### config.mk
export PLATFORM = sky130hd
export DESIGN_NAME = reg_file_sb
export DESIGN_NICKNAME = d
export VERILOG_FILES = /design/src/rtl/reg_file_sb.sv
export SDC_FILE = /design/constraint.sdc
export NUM_CORES = 2
export LEC_CHECK = 0
export CAP_MARGIN = 15
export CORE_ASPECT_RATIO = 0.7
export CORE_MARGIN = 4
export CORE_UTILIZATION = 57
export CTS_BUF_LIST = sky130_fd_sc_hd__clkbuf_4 sky130_fd_sc_hd__clkbuf_8 sky130_fd_sc_hd__clkbuf_16
export DETAILED_ROUTE_END_ITERATION = 8
export GPL_TIMING_DRIVEN = 0
export PLACE_DENSITY = 0.77
export SLEW_MARGIN = 20
export SYNTH_ARGS = -nofsm -noshare
export SYNTH_HDL_FRONTEND = slang
export SYNTH_SLANG_ARGS = --single-unit
### constraint.sdc
create_clock -name clk -period 39 [get_ports clk]
set_input_delay 7.8 -clock clk [delete_from_list [all_inputs] [get_ports clk]]
set_output_delay 7.8 -clock clk [all_outputs]
set_load 0.01 [all_outputs]
### src/rtl/reg_file_sb.sv
// rtl/reg_file_sb.sv - integer register file with write bypass and busy scoreboard
module reg_file_sb #(
  parameter int WIDTH = 32,
  parameter int DEPTH = 32,
  parameter int AW    = 5
) (
  input  logic             clk,
  input  logic             rst,
  input  logic [AW-1:0]    rs1,
  input  logic [AW-1:0]    rs2,
  input  logic [AW-1:0]    rd,
  input  logic [WIDTH-1:0] data_des,
  input  logic             reg_wen,
  input  logic             iss_en,
  input  logic [AW-1:0]    iss_rd,
  input  logic             flush,
  output logic [WIDTH-1:0] dataA,
  output logic [WIDTH-1:0] dataB,
  output logic             validA,
  output logic             validB,
  output logic [AW:0]      busy_cnt
);

  logic [WIDTH-1:0] mem [DEPTH];
  logic [DEPTH-1:0] busy;
  logic [DEPTH-1:0] busy_nxt;
  logic [AW:0]      cnt_q;
  logic [AW:0]      cnt_nxt;
  logic             set_new;
  logic             clr_new;
  logic             wr_act;
  logic             iss_act;

  assign wr_act  = reg_wen && (rd != '0);
  assign iss_act = iss_en && (iss_rd != '0);

  // Array write; entry 0 is never loaded so it reads as zero forever.
  always_ff @(posedge clk or posedge rst) begin
    if (rst) begin
      for (int i = 0; i < DEPTH; i++) begin
        mem[i] <= '0;
      end
    end else if (wr_act) begin
      mem[rd] <= data_des;
    end
  end

  // Next busy vector: flush beats issue, issue beats writeback clear.
  always_comb begin
    busy_nxt = busy;
    if (flush) begin
      busy_nxt = '0;
    end else begin
      if (wr_act)  busy_nxt[rd]     = 1'b0;
      if (iss_act) busy_nxt[iss_rd] = 1'b1;
    end
    busy_nxt[0] = 1'b0;
  end

  // Count tracks only genuine bit transitions, so re-issuing a busy register
  // or writing an idle one leaves it alone.
  always_comb begin
    set_new = iss_act && !busy[iss_rd];
    clr_new = wr_act && busy[rd] && !(iss_act && (iss_rd == rd));
    if (flush) begin
      cnt_nxt = '0;
    end else begin
      cnt_nxt = cnt_q + {{AW{1'b0}}, set_new} - {{AW{1'b0}}, clr_new};
    end
  end

  // Scoreboard state register.
  always_ff @(posedge clk or posedge rst) begin
    if (rst) begin
      busy  <= '0;
      cnt_q <= '0;
    end else begin
      busy  <= busy_nxt;
      cnt_q <= cnt_nxt;
    end
  end

  assign busy_cnt = cnt_q;

  // Port A read: reset forces zero, x0 is zero, then bypass, then array.
  always_comb begin
    dataA  = '0;
    validA = 1'b1;
    if (!rst && (rs1 != '0)) begin
      if (reg_wen && (rd == rs1)) begin
        dataA = data_des;
      end else begin
        dataA  = mem[rs1];
        validA = !busy[rs1];
      end
    end
  end

  // Port B read: same priority as port A.
  always_comb begin
    dataB  = '0;
    validB = 1'b1;
    if (!rst && (rs2 != '0)) begin
      if (reg_wen && (rd == rs2)) begin
        dataB = data_des;
      end else begin
        dataB  = mem[rs2];
        validB = !busy[rs2];
      end
    end
  end

endmodule
After elaboration in Yosys (flattened, before gate mapping). Cells that the tools add are included. W data, S select, Z words.

Flip-flop bits (word level): 1061.

$add $sub $neg: 2. Magnitude comparators: 10. Equal/unequal tests: 3. Mux-type cells: 34. Bitwise gates (word level): 6. Reduce and logical (&&, ||, !) cells: 22.

Operator list (count): $bwmux W1024 (1); $mux W32 (13); $bmux W32 S5 (2); $demux W32 S5 (1); $and A32 B32 Y32 (1); $not A32 Y32 (1); $or A32 B32 Y32 (1); $lt A5 B6 Y1 const B (4); $bmux W1 S5 (4); $reduce_bool A5 Y1 (4); $ge A6 B6 Y1 const B (3); $not A5 Y6 (3); $eq A5 B5 Y1 (3); $logic_and A1 B1 Y1 (13); $demux W1 S5 (2); $ge A5 B1 Y1 const B (2); $mux W1 (10); $add A6 B1 Y6 (1); $lt A6 B1 Y1 const B (1); $mux W6 (1); $sub A6 B1 Y6 (1); $logic_not A1 Y1 (5).

Longest topological paths before layout.
Depth in word-level cells: 11. Mapped depth: 17. Depth with buffers taken out: 15.

Worst setup path before layout. OpenSTA, ideal clock, no wires.

Path type: input port to output port. From: input rst. To: output dataA[9]. Data arrival time: 33447 ps. Data required time: 31200 ps. Setup slack: -2247 ps. Stages on the path: 4. Cell sequence: inv_1 > o211ai_1 > a211oi_1 > a211o_1.

Cells in the longest elaborated chain, start to end: 3.

RTL lines: start, declared (RTL line 8) `input logic rst,`; $logic_not A1 Y1 (RTL line 89) `if (!rst && (rs1 != '0)) begin`; $logic_and A1 B1 Y1 (RTL line 89); $mux W32 (RTL line 89); end, declared (RTL line 17) `output logic [WIDTH-1:0] dataA,`.

Every way passes these cells.

Worst setup path after layout.
From: input rs2[4]. To: output dataB[18].

Cells in the longest elaborated chain, start to end: 6. Elaborated cells on any way between the ends: 10. Those cells by class: eq/ne: 1; mux: 5; bitwise: 1; reduce/logical: 3.

RTL lines: start, declared (RTL line 10) `input logic [AW-1:0] rs2,`; $not A5 Y6 (not written as such) (RTL line 107) `dataB = mem[rs2];`; $bmux W32 S5 (RTL line 107); $mux W32 (not written as such) (2 in a row) (RTL line 107); $mux W32 (RTL line 104) `if (reg_wen && (rd == rs2)) begin`; $mux W32 * (RTL line 103) `if (!rst && (rs2 != '0)) begin`; end, declared (RTL line 18) `output logic [WIDTH-1:0] dataB,`.

Every way passes the cells marked *; elsewhere a longest branch is shown, timed or not. The select of a mux whose other input is x is not followed.

==> flow_summary.ini <==
[outcome]
status = completed

[route]
avgRoutedWirePerCell_um = 44.2
first_pass_iters = 9
drc = 0
drt_iter0_drc = 8673
viasPerCell = 7.93
postRouteAntennaNets = 0
via_count = 46700
postRouteWirelength_um = 261000

[clocking]
cts-buffers-inserted = 105
h-tree-depth = 3
clk_pin_slew_ns = 0.06
post_cts_resized = 0
cts_setup_buffers = 0
clockRootBuffer = clkbuf_16
postCtsHoldBufs = 0
clk_path_buf_depth = 3
clk_latency_ns = 0.75
clock_sinks = 1061
cts_tree = built

[worst_setup_path]
crit_path_max_incr_delay_ns = 0.91
slowest_stage = a221oi_1
critPathLaunchType = primary input
worst-r2r-cell-count = 12
r2r-end = busy_cnt[5]
crit_arrival_ns = 12.47
endpoint_kind = primary output
crit_type = primary input to primary output
r2r_setup_slack_ns = 35.50
path_max_fanout = 10
r2r-start = busy[12]
cp.required_ns = 31.20
crit_chain = clkbuf_1, clkinv_1, clkbuf_2, a221oi_1, a21oi_1, o21ai_1, a221o_1, clkdlybuf4s50_1

[yosys]
synth_simple_gate_area_share_pct = 1.70
synth_cells = 4175
synth_edf_count = 0
synth_top_area_share_pct = 45.9
syn_area_um2 = 57800
synth_area_leaders = dfrtp_1 (46%), mux2_2 (14%), mux4_2 (14%)
synth_fa_ha_area_share_pct = 0.164
synth_nets = 4239
synth.area.mux_share_pct = 40.1
synthFlopType = dfrtp_1
syn_avg_cell_area_um2 = 13.8
yosys_warnings = 0
synth_compound_area_share_pct = 8.06
synth_seq_area_share_pct = 45.9
synth_top_family_by_area = multiplexers
synth_largest_area_cell = dfrtp_1
async_reset_ff_share_pct = 100
ys_seq_elements = 1061
synth_cell_types = 54
synth_xor_area_share_pct = 0.288

[timing]
fin_crit_sh_pct = 52.0
tightestPinTransition_ns = 1.35
timing.final.crit_period_ns = 20.27
setup_tns_ns = 0
relSlewSlack_pct = 10.1
drv_slew = 0
max_freq_ghz = 0.0493
rsz0062_at_grt = no
setup_viol = 0
hold_viol = 0
clock_skew_ns = 0.0166

[cells_and_area]
drive_gt1_share_pct = 34.6
final_common_cell = dfrtp_1
fill_cells = 7395
stdcell_count = 5895
final_cell_mix = dfrtp_1 (1,061), mux2_2 (739), mux2i_1 (370)
final_nets = 4506
area_delta_synth_final_pct = 13.3

[grt]
grt-ovfl-total = 0
grtUsageTotal_pct = 48.3
first_global_vias = 44200
antenna_found_initial = 31
grt_pass1_wl_um = 355000
grt_max_degree = 37

[floorplanning]
chipWidth_um = 389
start_util_pct = 57.6
rows = 97
die_y_um = 274
coreArea_um2 = 100000
io_pins = 129
dieArea_um2 = 107000

[place]
gp_congestion = 1.07
dpl.cell_count = 5670
port_buffers = 117
hpwlAfterDp_um = 187000

[flow_run]
drv_cap = 0

[min_path]
min_to = mem[1017]
hold_depth = 1
min_path_type = register to register
hp-start = mem[1017]

[power]
power_per_cell_area_nw_per_um2 = 51.7
p_total_w = 0.00339
peakVddDrop_uv = 44.7
power.leakage_nw = 28.7
==> worst max-delay path by stage <==
stage           start         to  slack, ns
2_1_floorplan     rst   dataA[0]       5.03
3_3_place_gp      rst  dataA[19]      -6.75
3_5_place_dp   rs2[1]     validB      19.21
4_1_cts        rs2[1]     validB      19.19
5_1_grt        rs2[4]  dataB[18]      19.09
6_report       rs2[4]  dataB[18]      18.73
==> cell type report <==
cell class	instances	area (um^2)	area share, %
clock buffers	143	3060	4.67
repair buffers	160	2050	3.13
inverters	16	63.8	0.0974
diodes	26	65.1	0.0993
well taps	1336	1670	2.55
clock inverters	55	773	1.18
multi-input cells	2624	29100	44.4
flip-flops and latches	1061	26600	40.5
plain buffers	474	2160	3.30
==> through the flow <==
| stage | instance area (um^2) | hold slack, ns | utilization, % | worst slack [ns] |
|---|---|---|---|---|
| after CTS | 65400 | 0.481 | 65.2 | 19.19 |
| after global placement | 60700 | 0.455 | 60.4 | -6.75 |
| after global routing | 65400 | 0.503 | 65.2 | 19.09 |
| after detailed placement | 61600 | 0.467 | 61.3 | 19.21 |
| after floorplan | 57800 | 0.441 | - | 5.03 |
| final | 65500 | 0.479 | 65.2 | 18.73 |
==> per-layer routing <==
metal / wire, um / part of all wire [%] / up-vias / GRT usage, %
met5: 1160 / 0.44 / - / 6.32
met4: 18000 / 6.9 / 36 / 25.1
met3: 54000 / 21 / 1123 / 35.0
met2: 95400 / 37 / 4741 / 59.2
met1: 92200 / 35 / 24100 / 61.4
li1: - / - / 16800 / -
==> cell families (layout without fill, tap and decap cells) <==
logic type               after synthesis  in the layout
AND/OR/NAND/NOR                      203            203
flip-flops                          1061           1061
AO/OA/AOI/OAI                        662            662
other                                  0             26
XOR/XNOR                              19             19
buffers and inverters                490            848
adder cells (fa/ha/maj)                7              7
multiplexers                        1733           1733
==> synthesized netlist by cell type (14+ instances only) <==
cell type and n:
nor2b_1 14, clkbuf_1 269, a211o_1 32, buf_2 138, o21ai_0 63, nor3_1 32
mux4_2 366, o21ai_1 70, mux2i_1 370, dfrtp_1 1061, buf_4 28, mux2_2 739
a211oi_1 14, a21oi_1 142, nor2_1 56, mux2_1 258, nand2b_1 14, a221o_1 44
nand2_1 51, a22oi_1 104, a221oi_1 165, buf_1 31
==> flip-flops by register name, summed over array words and instances, names as in the netlist <==
register	cells
busy_cnt	6
mem	1024
busy	31
==> worst max-delay path: cells and delay by family <==
family | cells | cell delay, ns
buf+inv | 4 | 2.63
compound gates | 4 | 2.02
==> power breakdown <==
| group | switching [W] | internal (W) |
|---|---|---|
| combinational | 0.000398 | 0.000368 |
| sequential | 0.000166 | 0.00130 |
| clock | 0.000488 | 0.000665 |
| total | 0.00105 | 0.00234 |
(Power assumes the default switching activity.)
